**config.mk**
```make
export PLATFORM = sky130hd
export DESIGN_NAME = booth_mul_seq_flat
export DESIGN_NICKNAME = d
export VERILOG_FILES = /design/src/rtl/booth_mul_pkg.sv /design/src/rtl/booth_mul_seq_if.sv /design/src/rtl/booth_r4_enc.sv /design/src/rtl/booth_mul_seq.sv /design/src/flat_wrapper.sv
export SDC_FILE = /design/constraint.sdc
export NUM_CORES = 1
export LEC_CHECK = 0
export CAP_MARGIN = 10
export CELL_PAD_IN_SITES_DETAIL_PLACEMENT = 0
export CELL_PAD_IN_SITES_GLOBAL_PLACEMENT = 1
export CORE_UTILIZATION = 40
export CTS_CLUSTER_SIZE = 8
export DETAILED_ROUTE_END_ITERATION = 8
export PLACE_DENSITY_LB_ADDON = 0.1
export SLEW_MARGIN = 20
export SYNTH_ARGS = -nofsm -noshare
export SYNTH_HDL_FRONTEND = slang
export SYNTH_SLANG_ARGS = --single-unit
```
**constraint.sdc**
```tcl
create_clock -name clk -period 6.88 [get_ports clk]
set_input_delay 1.376 -clock clk [delete_from_list [all_inputs] [get_ports clk]]
set_output_delay 1.376 -clock clk [all_outputs]
set_load 0.01 [all_outputs]
```
**src/rtl/booth_mul_pkg.sv**
```systemverilog
// Shared types and constants for the sequential radix-4 Booth multiplier.
// Holds the FSM state encoding, the iteration count and the Booth digit selects.
package booth_mul_pkg;

  typedef enum logic [1:0] {
    ST_IDLE = 2'd0,
    ST_CALC = 2'd1,
    ST_DONE = 2'd2
  } state_e;

  // One Booth iteration per bit pair of the (WIDTH+2)-bit extended multiplier.
  function automatic int iter_of(input int width);
    return width / 2 + 1;
  endfunction

  typedef struct packed {
    logic neg;   // subtract the partial product
    logic dbl;   // partial product is 2*A
    logic zero;  // no partial product this iteration
  } booth_sel_t;

  localparam booth_sel_t ZERO = '{neg: 1'b0, dbl: 1'b0, zero: 1'b1};
  localparam booth_sel_t POS1 = '{neg: 1'b0, dbl: 1'b0, zero: 1'b0};
  localparam booth_sel_t POS2 = '{neg: 1'b0, dbl: 1'b1, zero: 1'b0};
  localparam booth_sel_t NEG1 = '{neg: 1'b1, dbl: 1'b0, zero: 1'b0};
  localparam booth_sel_t NEG2 = '{neg: 1'b1, dbl: 1'b1, zero: 1'b0};

endpackage

```
**src/rtl/booth_mul_seq_if.sv**
```systemverilog
// Operand-issue and result handshake bundle for booth_mul_seq.
// The master is the issuing stage and result consumer; the slave is the multiplier.
interface booth_mul_seq_if #(
  parameter int WIDTH = 16
);
  logic               in_valid;
  logic               in_ready;
  logic               in_signed;
  logic [WIDTH-1:0]   opa;
  logic [WIDTH-1:0]   opb;
  logic               out_valid;
  logic               out_ready;
  logic [2*WIDTH-1:0] res;
  logic               busy;

  modport master (
    output in_valid, in_signed, opa, opb, out_ready,
    input  in_ready, out_valid, res, busy
  );

  modport slave (
    input  in_valid, in_signed, opa, opb, out_ready,
    output in_ready, out_valid, res, busy
  );
endinterface

```
**src/rtl/booth_r4_enc.sv**
```systemverilog
// Radix-4 Booth recoder: 3-bit multiplier window {b[2i+1], b[2i], b[2i-1]}
// to a {neg, dbl, zero} partial-product select.
module booth_r4_enc
  import booth_mul_pkg::*;
(
  input  logic [2:0] win_i,
  output booth_sel_t sel_o
);

  always_comb begin
    // NOTE: sel_o gets a value before the case so every path assigns it and no latch is inferred.
    sel_o = ZERO;
    case (win_i)
      3'b001, 3'b010: sel_o = POS1;
      3'b011:         sel_o = POS2;
      3'b100:         sel_o = NEG2;
      3'b101, 3'b110: sel_o = NEG1;
      default:        sel_o = ZERO;
    endcase
  end

endmodule

```
**src/rtl/booth_mul_seq.sv**
```systemverilog
// Sequential radix-4 Booth multiplier, WIDTH x WIDTH -> 2*WIDTH, signed or unsigned
// per operation, one Booth digit per cycle, one operation in flight.
module booth_mul_seq
  import booth_mul_pkg::*;
#(
  parameter int WIDTH = 16
) (
  input  logic         clk,
  input  logic         rst_n,
  booth_mul_seq_if.slave bus
);

  localparam int ITER  = iter_of(WIDTH);
  localparam int CNT_W = $clog2(ITER);
  localparam int EXT_W = WIDTH + 2;
  localparam int ACC_W = 2 * WIDTH + 4;

  state_e             state_q, state_d;
  logic [CNT_W-1:0]   cnt_q;
  logic [ACC_W-1:0]   a_sh_q;
  logic [EXT_W:0]     b_sh_q;
  logic [ACC_W-1:0]   acc_q, acc_d;
  logic [ACC_W-1:0]   addend;
  logic [2*WIDTH-1:0] res_q;
  logic [EXT_W-1:0]   ext_a, ext_b;
  booth_sel_t         sel;
  logic               accept;
  logic               last;

  assign bus.in_ready  = (state_q == ST_IDLE) || (state_q == ST_DONE && bus.out_ready);
  assign bus.out_valid = (state_q == ST_DONE);
  assign bus.busy      = (state_q != ST_IDLE);
  assign bus.res       = res_q;

  assign accept = bus.in_valid && bus.in_ready;
  assign last   = (state_q == ST_CALC) && (cnt_q == '0);

  // Two guard bits make the unsigned operand look like a positive signed one.
  assign ext_a = {{2{bus.in_signed & bus.opa[WIDTH-1]}}, bus.opa};
  assign ext_b = {{2{bus.in_signed & bus.opb[WIDTH-1]}}, bus.opb};

  // The multiplier shifts right two bits per cycle, so the window is always b_sh_q[2:0].
  booth_r4_enc u_enc (
    .win_i (b_sh_q[2:0]),
    .sel_o (sel)
  );

  always_comb begin
    addend = '0;
    if (!sel.zero) begin
      addend = sel.dbl ? {a_sh_q[ACC_W-2:0], 1'b0} : a_sh_q;
    end
    acc_d = sel.neg ? (acc_q - addend) : (acc_q + addend);
  end

  always_comb begin
    state_d = state_q;
    unique case (state_q)
      ST_IDLE: if (accept) state_d = ST_CALC;
      ST_CALC: if (last)   state_d = ST_DONE;
      ST_DONE: begin
        if (accept)             state_d = ST_CALC;
        else if (bus.out_ready) state_d = ST_IDLE;
      end
      default: state_d = ST_IDLE;
    endcase
  end

  always_ff @(posedge clk or negedge rst_n) begin
    // NOTE: flops take non-blocking assignments so every register samples pre-edge values.
    if (!rst_n) state_q <= ST_IDLE;
    else        state_q <= state_d;
  end

  always_ff @(posedge clk or negedge rst_n) begin
    // NOTE: the datapath is reset as well, so res reads 0 and nothing of an aborted op survives.
    if (!rst_n) begin
      cnt_q  <= '0;
      a_sh_q <= '0;
      b_sh_q <= '0;
      acc_q  <= '0;
      res_q  <= '0;
    end else if (accept) begin
      cnt_q  <= CNT_W'(ITER - 1);
      a_sh_q <= {{(ACC_W - EXT_W){ext_a[EXT_W-1]}}, ext_a};
      b_sh_q <= {ext_b, 1'b0};
      acc_q  <= '0;
    end else if (state_q == ST_CALC) begin
      cnt_q  <= cnt_q - 1'b1;
      a_sh_q <= a_sh_q << 2;
      b_sh_q <= {{2{b_sh_q[EXT_W]}}, b_sh_q[EXT_W:2]};
      acc_q  <= acc_d;
      if (last) res_q <= acc_d[2*WIDTH-1:0];
    end
  end

endmodule

```
**src/flat_wrapper.sv**
```systemverilog
// flat-port wrapper written by rule: the top's interface ports become plain ports
module booth_mul_seq_flat import booth_mul_pkg::*;
#(
  parameter int WIDTH = 16
)
  (clk, rst_n, bus_in_valid, bus_in_signed, bus_opa, bus_opb, bus_out_ready, bus_in_ready, bus_out_valid, bus_res, bus_busy);
  booth_mul_seq_if #(.WIDTH(WIDTH)) bus_i ();
  input  logic clk;
  input  logic rst_n;
  input wire logic [$bits(bus_i.in_valid)-1:0] bus_in_valid;
  input wire logic [$bits(bus_i.in_signed)-1:0] bus_in_signed;
  input wire logic [$bits(bus_i.opa)-1:0] bus_opa;
  input wire logic [$bits(bus_i.opb)-1:0] bus_opb;
  input wire logic [$bits(bus_i.out_ready)-1:0] bus_out_ready;
  output wire logic [$bits(bus_i.in_ready)-1:0] bus_in_ready;
  output wire logic [$bits(bus_i.out_valid)-1:0] bus_out_valid;
  output wire logic [$bits(bus_i.res)-1:0] bus_res;
  output wire logic [$bits(bus_i.busy)-1:0] bus_busy;
  assign bus_i.in_valid = bus_in_valid;
  assign bus_i.in_signed = bus_in_signed;
  assign bus_i.opa = bus_opa;
  assign bus_i.opb = bus_opb;
  assign bus_i.out_ready = bus_out_ready;
  assign bus_in_ready = bus_i.in_ready;
  assign bus_out_valid = bus_i.out_valid;
  assign bus_res = bus_i.res;
  assign bus_busy = bus_i.busy;
  booth_mul_seq #(.WIDTH(WIDTH)) u_core (.clk(clk), .rst_n(rst_n), .bus(bus_i));
endmodule
```
=== Word-level counts from Yosys, hierarchy flattened ===
Index checks and enable logic that the tools add are counted.

* Flip-flop bits (word level): 129
* RAM bits: 0
* ROM bits: 0
* Input port bits: 37
* Logic and storage cells: 53
* Memories: 0
* Latch bits: 0
* Output and inout bits: 35

* Divide/modulo/power cells: 0
* $add $sub $neg: 3
* Magnitude comparators: 0
* Bitwise operators: 3
* Multipliers: 0
* Equality and inequality tests: 11
* Reduce and logical (&&, ||, !) cells: 12
* Mux-type cells: 17
* Shift operators: 0

{| class="wikitable"
|+ Operator list
! operator !! count
|-
| 2-to-1 mux 36 bit || 7
|-
| adder 36 bit || 1
|-
| subtractor 36 bit || 1
|-
| 2-to-1 mux 19 bit || 1
|-
| 2-to-1 mux 18 bit || 1
|-
| one-hot mux 3 bit (4 select lines) || 1
|-
| == test 3 bit (second input constant) || 3
|-
| 2-to-1 mux 2 bit || 4
|-
| 2-to-1 mux 4 bit || 2
|-
| == test 3 x 2 -> 1 bit (second input constant) || 2
|-
| one-hot mux 2 bit (3 select lines) || 1
|-
| AND reduction 3 bit || 2
|-
| logical NOT 4 bit || 1
|-
| != test 2 x 1 -> 1 bit (second input constant) || 2
|-
| nonzero test 2 bit || 2
|-
| OR reduction 2 bit || 2
|-
| subtractor 4 x 1 -> 4 bit (second input constant) || 1
|-
| == test 3 x 1 -> 1 bit (second input constant) || 1
|-
| logical AND 1 bit || 3
|-
| != test 3 x 2 -> 1 bit (second input constant) || 1
|-
| bitwise AND 1 bit || 2
|-
| == test 2 x 1 -> 1 bit (second input constant) || 1
|-
| == test 2 bit (second input constant) || 1
|-
| logical NOT 2 bit || 1
|-
| 2 further kinds || 2
|}

=== Depth between registers and ports, before layout ===
* Depth in word-level cells: 9
* Mapped depth: 23
* Depth with buffers taken out: 20

=== Modules after synthesis ===
Synthesis repeated with hierarchy kept, for this count alone.

* Cells, all modules: 976
* Area total of the unflattened synthesis: 7,932.6 µm²

{| class="wikitable"
|+ Modules (own cells, without submodules)
! module !! area an instance (µm²) !! seq. area each (µm²) !! cells each !! times used
|-
| booth_mul_seq || 7,895.1 || 3,027.9 || 969 || 1
|-
| booth_r4_enc || 37.5 || 0.0 || 7 || 1
|}

=== Worst setup path before layout ===
Ideal clock, no wire load.

* Path type: register to register
* Start point: register u_core.b_sh_q[0]
* End point: register u_core.res_q[31] (netlist: u_core.bus.res[31])
* Cell stages (with the launch flop): 23
* Path slack: 2,023 ps
* Arrival: 4,728 ps
* Path buffers: 4
* Clock period less this slack: 4,857 ps
* Data required time: 6,751 ps
* Setup time: 129 ps
* Cells stage by stage: dfrtp_1 -> buf_6 -> or3b_4 -> clkbuf_1 -> nand2_1 -> buf_2 -> mux2i_1 -> nand2b_1 -> ha_1 -> nand4_1 -> nor2_1 -> a21oi_1 -> xnor2_1 -> ha_1 -> clkbuf_1 -> a21o_1 -> o21bai_1 -> a221o_1 -> a31oi_1 -> o21ai_0 -> a311o_1 -> xnor2_1 -> o21ai_1

* Cells in the longest elaborated chain, start to end: 7
* Elaborated cells between the ends (all ways): 14
* Those cells by class: add/sub: 2; eq/ne: 6; mux: 4; reduce/logical: 2

{| class="wikitable"
|+ Ends and longest elaborated chain
! item !! line !! text
|-
| from (decl) || booth_mul_seq.sv:21 || <nowiki>logic [EXT_W:0] b_sh_q;</nowiki>
|-
| from (signal assigned) || booth_mul_seq.sv:86 || <nowiki>b_sh_q <= {ext_b, 1'b0};</nowiki>
|-
| from (signal assigned) || booth_mul_seq.sv:91 || <nowiki>b_sh_q <= {{2{b_sh_q[EXT_W]}}, b_sh_q[EXT_W:2]};</nowiki>
|-
| == test 3 bit, or another cell as far along || booth_r4_enc.sv:13 || <nowiki>case (win_i)</nowiki>
|-
| OR reduction 2 bit || booth_r4_enc.sv:13 ||
|-
| one-hot mux 3 bit (4 select lines) (*) || booth_r4_enc.sv:13 ||
|-
| 2-to-1 mux 36 bit || booth_mul_seq.sv:51 || <nowiki>addend = sel.dbl ? {a_sh_q[ACC_W-2:0], 1'b0} : a_sh_q;</nowiki>
|-
| 2-to-1 mux 36 bit || booth_mul_seq.sv:50 || <nowiki>if (!sel.zero) begin</nowiki>
|-
| adder 36 bit / subtractor 36 bit (equally long branches) || booth_mul_seq.sv:53 || <nowiki>acc_d = sel.neg ? (acc_q - addend) : (acc_q + addend);</nowiki>
|-
| 2-to-1 mux 36 bit (*) || booth_mul_seq.sv:53 ||
|-
| to (signal assigned) || booth_mul_seq.sv:93 || <nowiki>if (last) res_q <= acc_d[2*WIDTH-1:0];</nowiki>
|-
| to (decl) || booth_mul_seq.sv:24 || <nowiki>logic [2*WIDTH-1:0] res_q;</nowiki>
|}

Every way passes the cells marked *; elsewhere a longest branch is shown, timed or not.
A chain may end at the register's enable or synchronous reset.

=== Worst setup path in the final report ===
* Start point: register u_core.b_sh_q[1]
* End point: register u_core.res_q[28] (netlist: u_core.bus.res[28])

Same word-level chain as after synthesis.

==> summary.md <==
| Metric | Value |
|---|---|
| CTS tree | `built` |
| Max Cap Viol | `0` |
| Initial antenna violation count | `0` |
| Total wire length | `roughly 24 mm` |
| Final HPWL DP | `17.32 mm` |
| Largest net degree at the start of global routing | `71` |
| Skew-Pair Late Insertion Delay | `0.43 ns` |
| Status | `completed` |
| Fin. max-slew vios | `0` |
| Starting density of the core | `about two fifths` |
| First-pass GRT wire length | `slightly below 40 mm` |
| Mapped Area | `between 8000 and 9000 um2` |
| Period minus WS final | `approximately 5.8 ns` |
| Post-route setup slack | `between 1 and 1.5 ns` |
| DRC errors left | `0` |
| Die H | `approximately 150 um` |
| Mux cell area share after synthesis | `3.746%` |
| Library cells used by synthesis | `between 70 and 80` |
| Post-route ant nets | `0` |
| Area growth syn-to-layout | `17.90%` |
| Fin cells | `roughly 1,300` |
| Vias per Instance | `5.628` |
| Most common cell after layout, fill and taps aside | `nand2_1` |
| CTS Hold Bufs | `0` |
| Hold WC Path Type | `flip-flop to flip-flop` |
| Clk sinks | `between 100 and 150` |
| RSZ-0062 raised after global routing | `no` |
| Nets | `1,097` |
| FFs w/ async S/R, synth | `100.0%` |
| Crit Path Category | `flip-flop to flip-flop` |
| Setup TNS | `0 ns` |
| Num CTS Buffers | `17` |
| Vias in the first global route | `between 7,000 and 8,000` |
| CP endpoint kind | `flip-flop` |
| Fin crit share | `84.00%` |
| Post-route cell area | `just under 10,000 um2` |
| Drt wl/cell | `~19 um` |
| Sequential fraction of the synthesis area | `between 30% and 40%` |
| # setup viols final | `0` |
| FMAX | `~170 MHz` |
| Drt pass-1 iters | `5` |
| Gr ovfl total | `0` |
| Synth Area in Adders | `under 10%` |
| Commonest cells after routing, fill and taps aside | `160 x nand2_1, 121 x dfrtp_1, 81 x o21ai_0` |
| Setup bufs post-CTS | `0` |
| CP max FO | `22` |
| Cell count after synthesis | `991` |
| #FFs+latches synth | `roughly 120` |
| Post-synth EDFFs | `0` |
| CTS H-tree lvls | `4` |
| Cells after DPL | `~1,300` |
| Setup Skew | `between 0.01 and 0.015 ns` |
| Cell row count | `between 50 and 60` |
| Die Wd | `~150 um` |
| Largest family of logic cells by synthesized area | `compound AO/OA/AOI/OAI gates` |
| Fin. Hold Viols | `0` |
| Synth Area in XOR/XNOR | `under 10%` |
| Worst EP required | `roughly 7.2 ns` |
| Post-Synth Simple-Gate Area | `between 10% and 20%` |
| Via count | `7,362` |
| Syn avg cell area | `~8.4 um2` |
| Post-synthesis compound-gate area fraction | `around 24%` |
| Rel. slew slack | `35.13%` |
| Placed Area | `9168 um2` |
| Core area | `20,300 um2` |
| Worst-path clk slew | `around 0.060 ns` |
| Share of layout cells above drive strength 1 | `under 10%` |
| Crit path launch type | `flip-flop` |
| PostCTS Resize Cnt | `0` |
| # port buffers | `71` |
| Dominant synthesized flop cell | `dfrtp_1` |
| Worst Path Arrival | `a little over 6 ns` |
| GRT Util Overall | `between 20% and 30%` |
| Root buffer cell | `clkbuf_16` |
| Routability cong. | `roughly 0.87` |
| # diodes | `0` |
| Dpl ws | `approximately 1.1 ns` |
| Clock buffer depth | `2` |
| DRT iter0 DRCs | `400` |
| Slew @ Worst Pin | `roughly 0.97 ns` |
| YS warnings | `0` |
| # IOs | `72` |
| Die footprint | `21,290 um2` |
| Post-synth net total | `1,063` |
-- metrics by stage --
step	utilization, %	hold WS, ns
after floorplan	-	0.4458
after global placement	45.16	0.4599
after detailed placement	45.16	0.4632
after CTS	48.08	0.4797
after global routing	48.11	0.5051
final	48.11	0.4749
-- cells by family (layout without fill, tap and decap cells) --
family	Yosys count	after routing
flip-flops	121	121
buffers and inverters	95	142
AO/OA/AOI/OAI	306	306
multiplexers	29	29
XOR/XNOR	48	48
AND/OR/NAND/NOR	350	350
adder cells (fa/ha/maj)	42	42
-- layer usage --
metal	vias up	track usage [%]	part of all wire, %
met5	-	0	0
met4	0	6.474	1.0
met3	15	3.354	3.6
met2	153	35.48	44
met1	3555	35.61	51
li1	3639	-	-
-- worst max-delay path, cell delays in order (launching register included) --
cell,delay (ns)
dfrtp_1,0.88
xor2_4,0.51
mux2_2,0.41
o21ai_2,0.13
nand3_1,0.27
a2111oi_0,0.52
a21oi_1,0.07
nand3_1,0.08
and3_1,0.19
ha_1,0.28
a21oi_1,0.17
nor2_1,0.05
o21ai_0,0.38
nor4bb_1,0.53
a211oi_1,0.17
o21a_1,0.23
o41ai_1,0.55
or3_1,0.19
nand3_1,0.06
-- path summary, 6_finish.rpt --
| kind | startpoint | endpoint | slack, ns | cells past startpoint |
|---|---|---|---|---|
| hold reg to reg | u_core.b_sh_q[5] | u_core.b_sh_q[5] | 0.47 | 2 |
| setup reg to reg | u_core.b_sh_q[1] | u_core.bus.res[28] | 1.10 | 18 |
| max in group asynchronous | rst_n | u_core.a_sh_q[4] | 4.54 | 2 |
| min in group asynchronous | rst_n | u_core.bus.res[22] | 0.97 | 1 |
| setup / recovery | u_core.b_sh_q[1] | u_core.bus.res[28] | 1.10 | 18 |
| hold / removal | u_core.b_sh_q[5] | u_core.b_sh_q[5] | 0.47 | 2 |
-- cell usage after synthesis (3+ instances only) --
cell type | n | area share, %
ha_1 | 34 | 5.1
dfrtp_1 | 121 | 37
mux2i_1 | 13 | 1.6
a21oi_1 | 71 | 4.3
mux2_2 | 16 | 2.2
and3_1 | 4 | 0.30
buf_2 | 8 | 0.48
a22o_1 | 12 | 1.3
nand3_1 | 62 | 3.7
buf_1 | 5 | 0.23
maj3_1 | 7 | 0.85
nand2_1 | 162 | 7.3
inv_1 | 23 | 1.0
o311ai_0 | 3 | 0.32
a221o_1 | 8 | 0.97
nor4_1 | 3 | 0.23
o21a_1 | 6 | 0.54
o2111ai_1 | 3 | 0.32
o21bai_1 | 11 | 1.0
o31ai_1 | 5 | 0.45
xnor2_1 | 30 | 3.2
nand3b_1 | 3 | 0.27
o21ai_0 | 81 | 4.9
nand2b_1 | 7 | 0.53
or2_2 | 5 | 0.38
a21o_1 | 14 | 1.3
xor2_1 | 17 | 1.8
clkbuf_1 | 56 | 2.5
and2_1 | 5 | 0.38
nor3_1 | 8 | 0.48
nor2_1 | 59 | 2.7
a221oi_1 | 14 | 1.5
a22oi_1 | 27 | 2.4
nor2b_1 | 17 | 1.3
o211ai_1 | 5 | 0.45
a31oi_1 | 12 | 0.91
a211oi_1 | 4 | 0.36
o21ai_1 | 4 | 0.24
nand4_1 | 5 | 0.38
-- final cells by class --
cell class                      count  area (um2)
Fill cell                        2036       10530
Multi-Input combinational cell    775        4896
Sequential cell                   121        3028
Timing Repair Buffer               86       820.8
Clock buffer                       17       425.4
Tap cell                          270       337.8
Clock inverter                     15       167.7
Inverter                           24       90.09
-- state kept, by name, indices dropped and copies added (netlist names) --
name,count
u_core.a_sh_q,32
u_core.acc_q,32
u_core.bus.res,32
u_core.b_sh_q,19
u_core.cnt_q,4
u_core.state_q,2
Power is not shown: default switching activity piles up to over one toggle a cycle in this logic, so the estimate is an artifact.
